### src/rtl/spectrum_bin_writer_pkg.sv
// Shared geometry and FSM state type for the spectrum bin RAM.
// The display reader and the writer both take their RAM shape from here.
package spectrum_bin_writer_pkg;

    localparam int SBW_NBINS       = 1024;
    localparam int SBW_ADDR_W      = 10;
    localparam int SBW_DATA_W      = 16;
    localparam int SBW_DECAY_SHIFT = 3;

    typedef enum logic {
        CLEAR = 1'b0,
        RUN   = 1'b1
    } sbw_state_t;

endpackage

### src/rtl/spectrum_bin_writer_if.sv
// Sample stream, RAM read/write port and frame status of the bin writer.
// master = the writer itself, slave = the sample source plus bin RAM.
interface spectrum_bin_writer_if
    import spectrum_bin_writer_pkg::*;
#(
    parameter int ADDR_W = SBW_ADDR_W,
    parameter int DATA_W = SBW_DATA_W
);

    logic              s_valid;
    logic              s_ready;
    logic [DATA_W-1:0] s_data;
    logic              s_last;
    logic              mode_peak;

    logic [ADDR_W-1:0] raddr;
    logic [DATA_W-1:0] rdata;
    logic [ADDR_W-1:0] waddr;
    logic [DATA_W-1:0] wdata;
    logic              we;

    logic              frame_done;
    logic              frame_err;

    modport master (
        input  s_valid, s_data, s_last, mode_peak, rdata,
        output s_ready, raddr, waddr, wdata, we, frame_done, frame_err
    );

    modport slave (
        output s_valid, s_data, s_last, mode_peak, rdata,
        input  s_ready, raddr, waddr, wdata, we, frame_done, frame_err
    );

endinterface

### src/rtl/spectrum_bin_writer_bin_update.sv
// Combinational bin update: overwrite, or peak-hold against an exponentially decayed old value.
// Zero latency; no handshake, the caller decides when the result is written.
module spectrum_bin_writer_bin_update #(
    parameter int DATA_W      = 16,
    parameter int DECAY_SHIFT = 3
) (
    input  logic [DATA_W-1:0] old_i,
    input  logic [DATA_W-1:0] new_i,
    input  logic              mode_peak_i,
    output logic [DATA_W-1:0] wdata_o
);

    logic [DATA_W-1:0] dec;

    always_comb begin
        // old >> k never exceeds old, so the subtraction cannot underflow
        dec     = old_i - (old_i >> DECAY_SHIFT);
        wdata_o = new_i;
        if (mode_peak_i && (dec > new_i)) begin
            wdata_o = dec;
        end
    end

endmodule

### src/rtl/spectrum_bin_writer.sv
// Writes per-frame FFT magnitudes into the bin RAM by read-modify-write; clears the RAM after reset.
// Sample to RAM write is 2 cycles; 1 sample/cycle, s_ready low only while clearing.
module spectrum_bin_writer
    import spectrum_bin_writer_pkg::*;
#(
    parameter int NBINS       = SBW_NBINS,
    parameter int ADDR_W      = SBW_ADDR_W,
    parameter int DATA_W      = SBW_DATA_W,
    parameter int DECAY_SHIFT = SBW_DECAY_SHIFT
) (
    input logic                  clk,
    input logic                  reset,
    spectrum_bin_writer_if.master bus
);

    localparam logic [ADDR_W-1:0] LAST_BIN = ADDR_W'(NBINS - 1);

    sbw_state_t        state_q, state_d;
    logic [ADDR_W-1:0] clr_cnt_q, clr_cnt_d;
    logic [ADDR_W-1:0] bin_q, bin_d;
    logic              s_ready_q, s_ready_d;

    // stage 1: sample captured while its old bin value is being read
    logic              p1_vld_q, p1_vld_d;
    logic [DATA_W-1:0] p1_dat_q, p1_dat_d;
    logic              p1_mode_q, p1_mode_d;
    logic [ADDR_W-1:0] p1_bin_q, p1_bin_d;
    logic              p1_end_q, p1_end_d;
    logic              p1_err_q, p1_err_d;

    logic              we_q, we_d;
    logic [ADDR_W-1:0] waddr_q, waddr_d;
    logic [DATA_W-1:0] wdata_q, wdata_d;
    logic              frame_done_q, frame_done_d;
    logic              frame_err_q, frame_err_d;

    logic              accept;
    logic              bin_at_end;
    logic              frame_end;
    logic              frame_bad;
    logic [DATA_W-1:0] upd_dat;

    spectrum_bin_writer_bin_update #(
        .DATA_W      (DATA_W),
        .DECAY_SHIFT (DECAY_SHIFT)
    ) u_bin_update (
        .old_i       (bus.rdata),
        .new_i       (p1_dat_q),
        .mode_peak_i (p1_mode_q),
        .wdata_o     (upd_dat)
    );

    always_ff @(posedge clk) begin
        if (reset) begin
            state_q      <= CLEAR;
            clr_cnt_q    <= '0;
            bin_q        <= '0;
            s_ready_q    <= 1'b0;
            p1_vld_q     <= 1'b0;
            p1_dat_q     <= '0;
            p1_mode_q    <= 1'b0;
            p1_bin_q     <= '0;
            p1_end_q     <= 1'b0;
            p1_err_q     <= 1'b0;
            we_q         <= 1'b0;
            waddr_q      <= '0;
            wdata_q      <= '0;
            frame_done_q <= 1'b0;
            frame_err_q  <= 1'b0;
        end else begin
            state_q      <= state_d;
            clr_cnt_q    <= clr_cnt_d;
            bin_q        <= bin_d;
            s_ready_q    <= s_ready_d;
            p1_vld_q     <= p1_vld_d;
            p1_dat_q     <= p1_dat_d;
            p1_mode_q    <= p1_mode_d;
            p1_bin_q     <= p1_bin_d;
            p1_end_q     <= p1_end_d;
            p1_err_q     <= p1_err_d;
            we_q         <= we_d;
            waddr_q      <= waddr_d;
            wdata_q      <= wdata_d;
            frame_done_q <= frame_done_d;
            frame_err_q  <= frame_err_d;
        end
    end

    always_comb begin
        state_d   = state_q;
        clr_cnt_d = clr_cnt_q;
        bin_d     = bin_q;
        // ready trails the state by a cycle so it rises after the last clear write is visible
        s_ready_d = (state_q == RUN);

        accept     = bus.s_valid && s_ready_q;
        bin_at_end = (bin_q == LAST_BIN);
        frame_end  = bus.s_last || bin_at_end;
        // s_last before the last bin is a short frame; reaching it without s_last is a long one
        frame_bad  = bus.s_last ^ bin_at_end;

        p1_vld_d  = accept;
        p1_dat_d  = bus.s_data;
        p1_mode_d = bus.mode_peak;
        p1_bin_d  = bin_q;
        p1_end_d  = accept && frame_end;
        p1_err_d  = accept && frame_bad;

        we_d         = p1_vld_q;
        waddr_d      = p1_bin_q;
        wdata_d      = upd_dat;
        frame_done_d = p1_vld_q && p1_end_q;
        frame_err_d  = frame_err_q || (p1_vld_q && p1_err_q);

        case (state_q)
            CLEAR: begin
                we_d      = 1'b1;
                waddr_d   = clr_cnt_q;
                wdata_d   = '0;
                clr_cnt_d = clr_cnt_q + ADDR_W'(1);
                if (clr_cnt_q == LAST_BIN) begin
                    state_d = RUN;
                end
            end
            RUN: begin
                if (accept) begin
                    bin_d = frame_end ? '0 : bin_q + ADDR_W'(1);
                end
            end
            default: state_d = CLEAR;
        endcase
    end

    assign bus.s_ready    = s_ready_q;
    assign bus.raddr      = bin_q;
    assign bus.we         = we_q;
    assign bus.waddr      = waddr_q;
    assign bus.wdata      = wdata_q;
    assign bus.frame_done = frame_done_q;
    assign bus.frame_err  = frame_err_q;

endmodule
### src/flat_wrapper.sv
// flat-port wrapper written by rule: the top's interface ports become plain ports
module spectrum_bin_writer_flat import spectrum_bin_writer_pkg::*;
#(
    parameter int NBINS       = SBW_NBINS,
    parameter int ADDR_W      = SBW_ADDR_W,
    parameter int DATA_W      = SBW_DATA_W,
    parameter int DECAY_SHIFT = SBW_DECAY_SHIFT
)
  (clk, reset, bus_s_valid, bus_s_data, bus_s_last, bus_mode_peak, bus_rdata, bus_s_ready, bus_raddr, bus_waddr, bus_wdata, bus_we, bus_frame_done, bus_frame_err);
  spectrum_bin_writer_if #(.ADDR_W(ADDR_W), .DATA_W(DATA_W)) bus_i ();
  input logic clk;
  input logic reset;
  input wire logic [$bits(bus_i.s_valid)-1:0] bus_s_valid;
  input wire logic [$bits(bus_i.s_data)-1:0] bus_s_data;
  input wire logic [$bits(bus_i.s_last)-1:0] bus_s_last;
  input wire logic [$bits(bus_i.mode_peak)-1:0] bus_mode_peak;
  input wire logic [$bits(bus_i.rdata)-1:0] bus_rdata;
  output wire logic [$bits(bus_i.s_ready)-1:0] bus_s_ready;
  output wire logic [$bits(bus_i.raddr)-1:0] bus_raddr;
  output wire logic [$bits(bus_i.waddr)-1:0] bus_waddr;
  output wire logic [$bits(bus_i.wdata)-1:0] bus_wdata;
  output wire logic [$bits(bus_i.we)-1:0] bus_we;
  output wire logic [$bits(bus_i.frame_done)-1:0] bus_frame_done;
  output wire logic [$bits(bus_i.frame_err)-1:0] bus_frame_err;
  assign bus_i.s_valid = bus_s_valid;
  assign bus_i.s_data = bus_s_data;
  assign bus_i.s_last = bus_s_last;
  assign bus_i.mode_peak = bus_mode_peak;
  assign bus_i.rdata = bus_rdata;
  assign bus_s_ready = bus_i.s_ready;
  assign bus_raddr = bus_i.raddr;
  assign bus_waddr = bus_i.waddr;
  assign bus_wdata = bus_i.wdata;
  assign bus_we = bus_i.we;
  assign bus_frame_done = bus_i.frame_done;
  assign bus_frame_err = bus_i.frame_err;
  spectrum_bin_writer #(.NBINS(NBINS), .ADDR_W(ADDR_W), .DATA_W(DATA_W), .DECAY_SHIFT(DECAY_SHIFT)) u_core (.clk(clk), .reset(reset), .bus(bus_i));
endmodule
### config.mk
export PLATFORM = sky130hd
export DESIGN_NAME = spectrum_bin_writer_flat
export DESIGN_NICKNAME = d
export VERILOG_FILES = /design/src/rtl/spectrum_bin_writer_pkg.sv /design/src/rtl/spectrum_bin_writer_if.sv /design/src/rtl/spectrum_bin_writer_bin_update.sv /design/src/rtl/spectrum_bin_writer.sv /design/src/flat_wrapper.sv
export SDC_FILE = /design/constraint.sdc
export NUM_CORES = 1
export LEC_CHECK = 0
export BUFFER_PORTS_ARGS = -buffer_cell sky130_fd_sc_hd__clkbuf_2
export CORE_ASPECT_RATIO = 0.8
export CORE_MARGIN = 2
export CORE_UTILIZATION = 30
export DETAILED_ROUTE_END_ITERATION = 8
export PLACE_DENSITY = 0.58
export SKIP_LAST_GASP = 1
export SYNTH_ARGS = -nofsm -noshare
export SYNTH_HDL_FRONTEND = slang
export SYNTH_SLANG_ARGS = --single-unit
### constraint.sdc
create_clock -name clk -period 10.9 [get_ports clk]
set_clock_uncertainty 0.2 [all_clocks]
set_input_delay 0.545 -clock clk [delete_from_list [all_inputs] [get_ports clk]]
set_output_delay 0.545 -clock clk [all_outputs]
set_load 0.1 [all_outputs]
==> reports/results.txt, run 1 <==
routability cong.: 0.9279
r2r startpoint: u_core.p1_dat_q[14]
die height: 109.0 um
Period Utilization, post-route: 42.35%
Die X: 135.2 um
Fin. Hold Viols: 0
reg-to-reg endpoint: u_core.bus.wdata[14]
Max IR drop VDD: 87.77 uV
Post-DP Area: 0.004686 mm^2
nets@finish: 620
hold_sp: u_core.p1_end_q
Final TNS setup: 0 ps
GRT overflow: 0
worst reg-to-reg setup slack: 8130 ps
worst path cell trace: clkbuf_2, inv_1, ha_1, nor2b_1, o2111a_1, o211ai_1, and3_1, o41ai_1, nor2b_1, ha_1, nand4_1, or4_4, o211ai_2, a211oi_1, a41o_1
I/O pins: 77
crit-path max FO: 16
sequential share of the synthesized area: 39.23%
Crit path arrival time: 4640 ps
Synth Instances: 479
worst slew pin tran: 736.3 ps
drt pass-1 iters: 5
HP Class: flop to flop
power per cell area: 148.3 mW/mm^2
first-pass GRT wire length: 16.26 mm
HPWL Detailed: 7.793 mm
drt first-iter violations: 294
vias in the first global route: 3298
max incr delay on CP: 610 ps
cts bufs inserted: 9
area leader, netlist: dfxtp_1
total track usage: 13.89%
H-tree levels: 3
post-route cell area: 0.004991 mm^2
synth cell count leaders: dfxtp_1 (81), nor2_1 (48), inv_1 (37)
Worst EP required: 10920 ps
share of the synthesized area in the top cell type: 39.23%
Fillers: 1399
Register-to-Register Path Depth: 7
CTS Sinks: 81
CTS tree: yes
Hold Crit Depth: 2
deepest clock path buffer count: 2
max cap viols: 0
Starting Density: 30.62%
DRC viols: 0
drt total wl: 10.18 mm
Setup crit start kind: input port
minimum clock period: 4616 ps
Ys Warns: 0
Worst path slowest cell: or4_4
hold buffers post-CTS: 0
Async SR Flop Fraction: 0%
CP endpoint kind: flop
cells taking the most area after synthesis: dfxtp_1 (39%), ha_1 (9.7%), nor2b_1 (5.3%)
fin util: 36.96%
Slew headroom: 50.77%
vias per cell: 4.854
status: finished, final reports clean
largest net degree at the start of global routing: 57
Max Slew Vio Count: 0
worst path buffer plus inverter count: 2
root buffer cell: clkbuf_16
Max Fclk: 216.6 MHz
clock-pin slew on the worst setup and hold paths: 60 ps
Port Buffers: 76
number of gates resized after CTS: 0
CP delay by family, top: compound AO/OA/AOI/OAI gates
number of synthesized flops with an enable pin: 0
Synth Area per Inst: 8.630 um^2
Synth Net Count: 549
initial antenna violation count: 0
unrepaired setup endpoints after global routing: false
setup violators final: 0
Setup CP Type: input port to flop
Synth cell types: 52
CORE AREA: 0.01350 mm^2
most frequent cell after synthesis: dfxtp_1
Yosys reg bits: 81
P&R area growth vs syn: 20.73%
ant diodes: 0
layout cells sized above 1: 18.05%
later-pin clock latency in the skew report: 330 ps
static leakage: 2.133 nW
vias: 3563
post-CTS setup buffers: 0
Antenna Nets Post-Route: 0
num rows: 38
mapped cell area: 0.004134 mm^2
main flop type after synthesis: dfxtp_1
hold endpoint: u_core.bus.frame_done
WL per Instance: 13.87 um
die area: 0.01474 mm^2
==> routing by layer <==
layer	track usage (%)	vias up	wire length (um)
li1	-	1823	-
met1	20.64	1639	5225
met2	20.20	90	4289
met3	3.394	11	567
met4	3.125	0	100
met5	0	-	0
==> sequential cells by signal (all words and copies together), names as in the netlist, 10 cells and up <==
| register | cells |
|---|---|
| u_core.bus.wdata | 16 |
| u_core.bus.raddr | 10 |
| u_core.bus.waddr | 10 |
| u_core.p1_dat_q | 16 |
| u_core.clr_cnt_q | 10 |
| u_core.p1_bin_q | 10 |
==> worst max path at each step <==
stage / from / to / slack, ps / cells past startpoint
floorplan: bus_rdata[7] / u_core.bus.wdata[0] / 6760 / 15
global placement: bus_rdata[4] / u_core.bus.wdata[14] / 6190 / 15
detailed placement: bus_rdata[4] / u_core.bus.wdata[14] / 6050 / 15
CTS: bus_rdata[4] / u_core.bus.wdata[14] / 6390 / 15
global route: bus_rdata[4] / u_core.bus.wdata[6] / 6070 / 15
finish: bus_rdata[4] / u_core.bus.wdata[14] / 6280 / 15
==> report_power, final <==
group / total, mW / internal [mW] / switching [mW]
clock network: 0.303 / 0.188 / 0.115
registers: 0.304 / 0.301 / 0.00288
logic: 0.133 / 0.0495 / 0.0831
==> worst register-to-register path: cells and delay by family, from the launching register on <==
kind / cells / cell delay, ps
AO/OA/AOI/OAI: 3 / 1030
AND/OR/NAND/NOR: 2 / 780
flip-flops: 1 / 310
adder cells (fa/ha/maj): 1 / 310
buffers and inverters: 1 / 50
==> cell families (layout without fill, tap and decap cells) <==
kind of cell	Yosys count	count (layout)	share of synthesized area, %
flops	81	81	39.23
compound gates	101	101	16.47
xor+xnor	22	22	4.661
mux	11	11	2.664
buf+inv	55	130	5.024
fa+ha+maj	33	33	10.17
simple gates	176	176	21.79
==> stage by stage <==
step	power, mW	hold WS (ps)	worst slack (ps)	cells
after global routing	0.7769	238.3	6069	734
final	0.7400	218.1	6284	734
after floorplan	0.4078	195.2	6761	479
after global placement	0.4396	210.8	6191	719
after CTS	0.7471	212.1	6388	734
after detailed placement	0.4410	209.7	6049	719
==> area by class of cell <==
| type | count | area (um^2) | area share [%] |
|---|---|---|---|
| clock buffers | 11 | 252.7 | 5.064 |
| repair buffers | 78 | 395.4 | 7.922 |
| inverters | 37 | 138.9 | 2.783 |
| clock inverters | 4 | 52.55 | 1.053 |
| well taps | 180 | 225.2 | 4.512 |
| flip-flops and latches | 81 | 1622 | 32.49 |
| multi-input cells | 343 | 2305 | 46.18 |
==> cell usage in the layout, fill, tap and decap left out, types with 8 or more instances in the layout <==
cell type / netlist / layout
ha_1: 32 / 32
nor2b_1: 35 / 35
and3_1: 11 / 11
o21ai_0: 16 / 16
xnor2_1: 10 / 10
nand4_1: 12 / 12
dfxtp_1: 81 / 81
nand3_1: 20 / 20
mux2i_1: 11 / 11
inv_1: 37 / 37
clkbuf_16: 0 / 9
a21oi_1: 27 / 27
o21a_1: 8 / 8
xor2_1: 12 / 12
nand2_1: 24 / 24
clkbuf_2: 0 / 76
nor2_1: 48 / 48
(Power assumes the default switching activity.)
==> run 2, diff against run 1 <==
--- a/config.mk
+++ b/config.mk
@@ -5,12 +5,13 @@
 export SDC_FILE = /design/constraint.sdc
 export NUM_CORES = 1
 export LEC_CHECK = 0
+export ABC_AREA = 1
 export BUFFER_PORTS_ARGS = -buffer_cell sky130_fd_sc_hd__clkbuf_2
 export CORE_ASPECT_RATIO = 0.8
 export CORE_MARGIN = 2
 export CORE_UTILIZATION = 30
 export DETAILED_ROUTE_END_ITERATION = 8
-export PLACE_DENSITY = 0.58
+export PLACE_DENSITY = 0.6
 export SKIP_LAST_GASP = 1
 export SYNTH_ARGS = -nofsm -noshare
 export SYNTH_HDL_FRONTEND = slang
==> constraint.sdc (replaced) <==
create_clock -name clk -period 3.8 [get_ports clk]
set_clock_uncertainty 0.2 [all_clocks]
set_input_delay 0.19 -clock clk [delete_from_list [all_inputs] [get_ports clk]]
set_output_delay 0.19 -clock clk [all_outputs]
set_load 0.1 [all_outputs]
==> reports/results.txt, run 2 <==
HPWL Detailed: 7.941 mm (was 7.793 mm)
Die X: 138.6 um (was 135.2 um)
reg-to-reg endpoint: u_core.bus.waddr[9] (was u_core.bus.wdata[14])
CTS Sinks: 81 (unchanged)
Period Utilization, post-route: 76.96%
Port Buffers: 76 (unchanged)
Setup crit start kind: input port (unchanged)
cts bufs inserted: 9 (unchanged)
cells taking the most area after synthesis: dfxtp_1 (37%), nand2_1 (13%), inv_1 (11%) (was dfxtp_1 (39%), ha_1 (9.7%), nor2b_1 (5.3%))
r2r startpoint: u_core.s_ready_d (was u_core.p1_dat_q[14])
Synth cell types: 36 (was 52)
sequential share of the synthesized area: 37.32% (was 39.23%)
Crit path arrival time: 2950 ps (was 4640 ps)
Max IR drop VDD: 203.2 uV (was 87.77 uV)
power per cell area: 398.8 mW/mm^2 (was 148.3 mW/mm^2)
CORE AREA: 0.01420 mm^2 (was 0.01350 mm^2)
Setup CP Type: input port to flop (unchanged)
later-pin clock latency in the skew report: 330 ps (about the same)
worst slew pin tran: 846.8 ps (was 736.3 ps)
status: finished, final reports clean (unchanged)
Slew headroom: 43.49% (was 50.77%)
nets@finish: 796 (was 620)
GRT overflow: 0 (unchanged)
drt first-iter violations: 214 (was 294)
unrepaired setup endpoints after global routing: false (unchanged)
CTS tree: yes (unchanged)
worst reg-to-reg setup slack: 1540 ps (was 8130 ps)
Final TNS setup: 0 ps (unchanged)
crit-path max FO: 23 (was 16)
clock-pin slew on the worst setup and hold paths: 60 ps (about the same)
root buffer cell: clkbuf_16 (unchanged)
initial antenna violation count: 0 (unchanged)
largest net degree at the start of global routing: 41 (was 57)
vias: 3916 (was 3563)
most frequent cells in the layout: nand2_1 (148), inv_1 (129), nor2_1 (83) (was dfxtp_1 (81), clkbuf_2 (76), nor2_1 (48))
ant diodes: 0 (unchanged)
P&R area growth vs syn: 23.73% (was 20.73%)
main flop type after synthesis: dfxtp_1 (unchanged)
share of the synthesized area in the top cell type: 37.32% (was 39.23%)
I/O pins: 77 (unchanged)
hold endpoint: u_core.bus.wdata[15] (was u_core.bus.frame_done)
H-tree levels: 3 (unchanged)
die area: 0.01547 mm^2 (was 0.01474 mm^2)
DRC viols: 0 (unchanged)
Hold WS: 75.72 ps (was 218.1 ps)
routability cong.: 0.8262 (was 0.9279)
mapped cell area: 0.004345 mm^2 (was 0.004134 mm^2)
drt total wl: 10.20 mm (was 10.18 mm)
Antenna Nets Post-Route: 0 (unchanged)
area leader, netlist: dfxtp_1 (unchanged)
Ys Warns: 0 (unchanged)
first-pass GRT wire length: 17.17 mm (was 16.26 mm)
HP Class: input port to flop (was flop to flop)
drt pass-1 iters: 5 (unchanged)
total track usage: 13.64% (was 13.89%)
vias in the first global route: 3510 (was 3298)
setup violators final: 0 (unchanged)
Hold Crit Depth: 5 (was 2)
Synth Net Count: 702 (was 549)
max cap viols: 0 (unchanged)
deepest clock path buffer count: 2 (unchanged)
Worst EP required: 3820 ps (was 10920 ps)
layout cells sized above 1: 16.01% (was 18.05%)
hold_sp: bus_rdata[15] (was u_core.p1_end_q)
Yosys reg bits: 81 (unchanged)
fin util: 37.86% (was 36.96%)
WL per Instance: 11.15 um (was 13.87 um)
Async SR Flop Fraction: 0% (unchanged)
die height: 111.6 um (was 109.0 um)
Synth Instances: 632 (was 479)
static leakage: 2.764 nW (was 2.133 nW)
synth cell count leaders: nand2_1 (148), inv_1 (129), nor2_1 (83) (was dfxtp_1 (81), nor2_1 (48), inv_1 (37))
most common cell after layout, fill and taps aside: nand2_1 (was dfxtp_1)
Synth Area per Inst: 6.876 um^2 (was 8.630 um^2)
number of synthesized flops with an enable pin: 0 (unchanged)
CP endpoint kind: flop (unchanged)
most frequent cell after synthesis: nand2_1 (was dfxtp_1)
num rows: 39 (was 38)
Fin. Hold Viols: 0 (unchanged)
number of gates resized after CTS: 0 (unchanged)
Starting Density: 30.60% (was 30.62%)
Max Slew Vio Count: 0 (unchanged)
Register-to-Register Path Depth: 4 (was 7)
minimum clock period: 2924 ps
Max Fclk: 342.0 MHz
vias per cell: 4.280 (was 4.854)
[run 2: cell count changes after synthesis, moves of 10 or more]
| cell | change |
|---|---|
| and3_1 | -11 |
| nand2_1 | +124 |
| inv_1 | +92 |
| mux2i_1 | -11 |
| nor2_1 | +35 |
| nand3_1 | +13 |
| nand2_2 | +10 |
| a21oi_1 | +15 |
| xor2_1 | -11 |
| nor2b_1 | -35 |
[run 2: worst max-delay path by stage]
stage                             from                   end  slack, ps  cells after the start
after floorplan           bus_rdata[0]   u_core.bus.wdata[3]        980                     21
after global placement    bus_rdata[0]  u_core.bus.wdata[12]        600                     23
after detailed placement  bus_rdata[0]  u_core.bus.wdata[15]        510                     23
after CTS                 bus_rdata[0]  u_core.bus.wdata[15]        860                     23
after global routing      bus_rdata[0]  u_core.bus.wdata[12]        480                     24
final                     bus_rdata[0]  u_core.bus.wdata[15]        880                     24
[run 2: per-stage QoR]
stage / power (mW) / cell area, um^2 / instances / worst slack, ps
finish: 2.144 / 5376 / 915 / 875.7
global route: 2.270 / 5376 / 915 / 484.6
CTS: 2.176 / 5376 / 915 / 858.7
detailed placement: 1.262 / 4883 / 881 / 507.0
global placement: 1.259 / 4883 / 881 / 599.6
floorplan: 1.183 / 4345 / 632 / 984.8
[run 2: logic make-up after synthesis]
group                    count (synthesis)  synth area share [%]
AO/OA/AOI/OAI                           68                 8.494
XOR/XNOR                                 4                0.8064
adder cells (fa/ha/maj)                 33                 9.675
buffers and inverters                  142                 13.16
flip-flops                              81                 37.32
AND/OR/NAND/NOR                        304                 30.55
[run 2: timing repair]
item | 4_1_cts | 5_1_grt
hold buffers | 18 | 0
hold endpoints to repair | 19 | 0
buffers inserted | 0 | 0
[run 2: layout make-up]
cell class / count / area [um^2]
fillers: 1519 / 8823
multi-input cells: 409 / 2152
flip-flops and latches: 81 / 1622
repair buffers: 96 / 575.6
inverters: 129 / 484.2
clock buffers: 10 / 239.0
well taps: 184 / 230.2
clock inverters: 6 / 73.82
[run 2: report_power, final]
group	internal (mW)	total, mW	switching, mW
logic	0.144	0.383	0.240
clock network	0.534	0.888	0.353
registers	0.864	0.873	0.00892
total	1.54	2.14	0.602
[run 2: layer usage]
metal	wire length [um]	vias to the layer above	GRT usage [%]
li1	-	2135	-
met1	5760	1695	21.18
met2	3908	77	18.61
met3	439	9	3.441
met4	95	0	3.129
met5	0	-	0
[run 2: critical path: stages]
cell and delay [ps]:
clkbuf_2 70, inv_1 30, ha_1 210, fa_1 400, inv_1 90, nand3_1 80, nand2_2 110, nand2_1 80
nand2_1 80, nand2_1 80, nand2_1 70, nand2_1 60, nand2_2 60, ha_1 230, nand2_2 80, nor2_2 50
nand2_2 80, inv_1 40, nand2_1 90, nand4_4 330, nand2_4 240, nand2_1 80, nand2_1 60, nor2_1 50
==> run 3, diff against run 2 <==
--- a/config.mk
+++ b/config.mk
@@ -5,7 +5,7 @@
 export SDC_FILE = /design/constraint.sdc
 export NUM_CORES = 1
 export LEC_CHECK = 0
-export ABC_AREA = 1
+export ABC_AREA = 0
 export BUFFER_PORTS_ARGS = -buffer_cell sky130_fd_sc_hd__clkbuf_2
 export CORE_ASPECT_RATIO = 0.8
 export CORE_MARGIN = 2
==> constraint.sdc (replaced) <==
create_clock -name clk -period 2.55 [get_ports clk]
set_clock_uncertainty 0.2 [all_clocks]
set_input_delay 0.1275 -clock clk [delete_from_list [all_inputs] [get_ports clk]]
set_output_delay 0.1275 -clock clk [all_outputs]
set_load 0.1 [all_outputs]
==> reports/results.txt, run 3 (synthesis results as in run 1) <==
status: complete, but fails checks (was finished, final reports clean)
failing checks: setup timing
Hold Crit Depth: 4 (was 5)
CORE AREA: 0.01350 mm^2 (was 0.01420 mm^2)
first-pass GRT wire length: 18.44 mm (was 17.17 mm)
largest net degree at the start of global routing: 56 (was 41)
num rows: 38 (was 39)
Port Buffers: 76 (unchanged)
crit-path max FO: 8 (was 23)
most frequent cells in the layout: buf_4 (82), dfxtp_1 (76), clkbuf_2 (73) (was nand2_1 (148), inv_1 (129), nor2_1 (83))
total track usage: 15.72% (was 13.64%)
routability cong.: 0.8774 (was 0.8262)
CTS Sinks: 81 (unchanged)
drt total wl: 11.61 mm (was 10.20 mm)
CP endpoint kind: flop (unchanged)
Starting Density: 30.62% (was 30.60%)
P&R area growth vs syn: 47.03% (was 23.73%)
die height: 109.0 um (was 111.6 um)
layout cells sized above 1: 34.04% (was 16.01%)
worst reg-to-reg setup slack: 10 ps (was 1540 ps)
Die X: 135.2 um (was 138.6 um)
drt pass-1 iters: 4 (was 5)
minimum clock period: 3517 ps
WL per Instance: 13.80 um (was 11.15 um)
setup violators final: 16 (was 0)
vias in the first global route: 3804 (was 3510)
max cap viols: 0 (unchanged)
CTS tree: yes (unchanged)
Setup CP Type: input port to flop (unchanged)
Final TNS setup: -14390 ps (was 0 ps)
Period Utilization, post-route: 137.9%
vias: 3959 (was 3916)
nets@finish: 726 (was 796)
root buffer cell: clkbuf_16 (unchanged)
Slew headroom: 63.49% (was 43.49%)
die area: 0.01474 mm^2 (was 0.01547 mm^2)
Worst EP required: 2630 ps (was 3820 ps)
Fin. Hold Viols: 0 (unchanged)
DP Cell Count: 799 (was 881)
drt first-iter violations: 225 (was 214)
I/O pins: 77 (unchanged)
most common cell after layout, fill and taps aside: buf_4 (was nand2_1)
Max IR drop VDD: 332.8 uV (was 203.2 uV)
GRT overflow: 0 (unchanged)
later-pin clock latency in the skew report: 330 ps (about the same)
Register-to-Register Path Depth: 8 (was 4)
worst slew pin tran: 550.0 ps (was 846.8 ps)
setup ws final: -966.7 ps (was 875.7 ps)
vias per cell: 4.707 (was 4.280)
static leakage: 2.690 nW (was 2.764 nW)
ant diodes: 0 (unchanged)
Max Slew Vio Count: 0 (unchanged)
cts bufs inserted: 9 (unchanged)
DRC viols: 0 (unchanged)
H-tree levels: 3 (unchanged)
Setup crit start kind: input port (unchanged)
HP Class: input port to flop (unchanged)
HPWL Detailed: 8.863 mm (was 7.941 mm)
Antenna Nets Post-Route: 0 (unchanged)
power per cell area: 555.6 mW/mm^2 (was 398.8 mW/mm^2)
initial antenna violation count: 0 (unchanged)
final cell count without fillers: 841 (was 915)
Crit path arrival time: 3600 ps (was 2950 ps)
Fillers: 1314 (was 1519)
Max Fclk: 284.4 MHz
deepest clock path buffer count: 2 (unchanged)
clock-pin slew on the worst setup and hold paths: 70 ps (was 60 ps)
unrepaired setup endpoints after global routing: true (was false)
-- run 3: cell count changes in the layout (fill, tap and decap cells not counted), moves of 18 or more --
cell / before / now
nand2_1: 148 / 22
inv_1: 129 / 34
buf_4: 2 / 82
nor2_1: 83 / 47
nor2b_1: 0 / 33
a21oi_1: 42 / 24
-- run 3: power breakdown --
group / switching (mW) / internal, mW / leakage (nW)
combinational: 0.450 / 0.432 / 1.89
sequential: 0.0135 / 1.29 / 0.661
clock: 0.527 / 0.667 / 0.137
total: 0.990 / 2.39 / 2.69
-- run 3: final cells by class --
| type | instances | area (um^2) | area share (%) |
|---|---|---|---|
| multi-input cells | 345 | 2516 | 41.40 |
| flip-flops and latches | 81 | 1628 | 26.78 |
| repair buffers | 182 | 1280 | 21.06 |
| clock buffers | 9 | 225.2 | 3.705 |
| well taps | 180 | 225.2 | 3.705 |
| inverters | 37 | 151.4 | 2.491 |
| clock inverters | 7 | 52.55 | 0.8646 |
-- run 3: worst paths after layout --
kind,from,to
worst max register to register,u_core.p1_dat_q[9],u_core.bus.wdata[6]
worst min register to register,u_core.p1_end_q,u_core.bus.frame_done
worst min-delay path,reset,u_core.bus.wdata[0]
worst max-delay path,bus_rdata[4],u_core.bus.wdata[6]
-- run 3: through the flow --
step | total power [mW] | setup slack [ps] | instance area (um^2) | hold slack [ps] | utilization, %
after floorplan | 1.783 | -863.8 | 4268 | 55.68 | -
after global placement | 2.103 | -1240 | 5401 | 142.1 | 40.00
after detailed placement | 2.117 | -1296 | 5401 | 146.1 | 40.00
after CTS | 3.364 | -858.9 | 5961 | 95.70 | 44.14
after global routing | 3.545 | -1060 | 6078 | 136.8 | 45.01
final | 3.377 | -966.7 | 6078 | 123.6 | 45.01
-- run 3: timing repair --
item                       in CTS  in global routing
hold endpoints to repair       21                  0
resized for setup              13                 18
setup endpoints to repair      16                 16
buffers inserted                2                  3
pin swaps                       4                  3
cloned                          1                  1
hold buffers                   19                  0
-- run 3: layer usage --
layer  vias to the layer above  wire [um]  part of all wire [%]  global-route usage [%]
li1                       2041          -                     -                       -
met1                      1820       5914                    51                   22.33
met2                        84       4995                    43                   23.97
met3                        14        518                   4.5                   3.533
met4                         0        181                   1.6                   4.464
met5                         -          0                     0                       0
-- run 3: critical path, cell delays in order --
cell and delay, ps:
clkbuf_16 130, ha_4 240, a21o_1 180, or2_1 220, o211ai_1 410, a31oi_1 200
nor3_2 250, inv_1 100, ha_4 270, nand4_1 150, or4_4 510, buf_6 150
o21a_4 230, a211oi_1 270, a31o_1 140
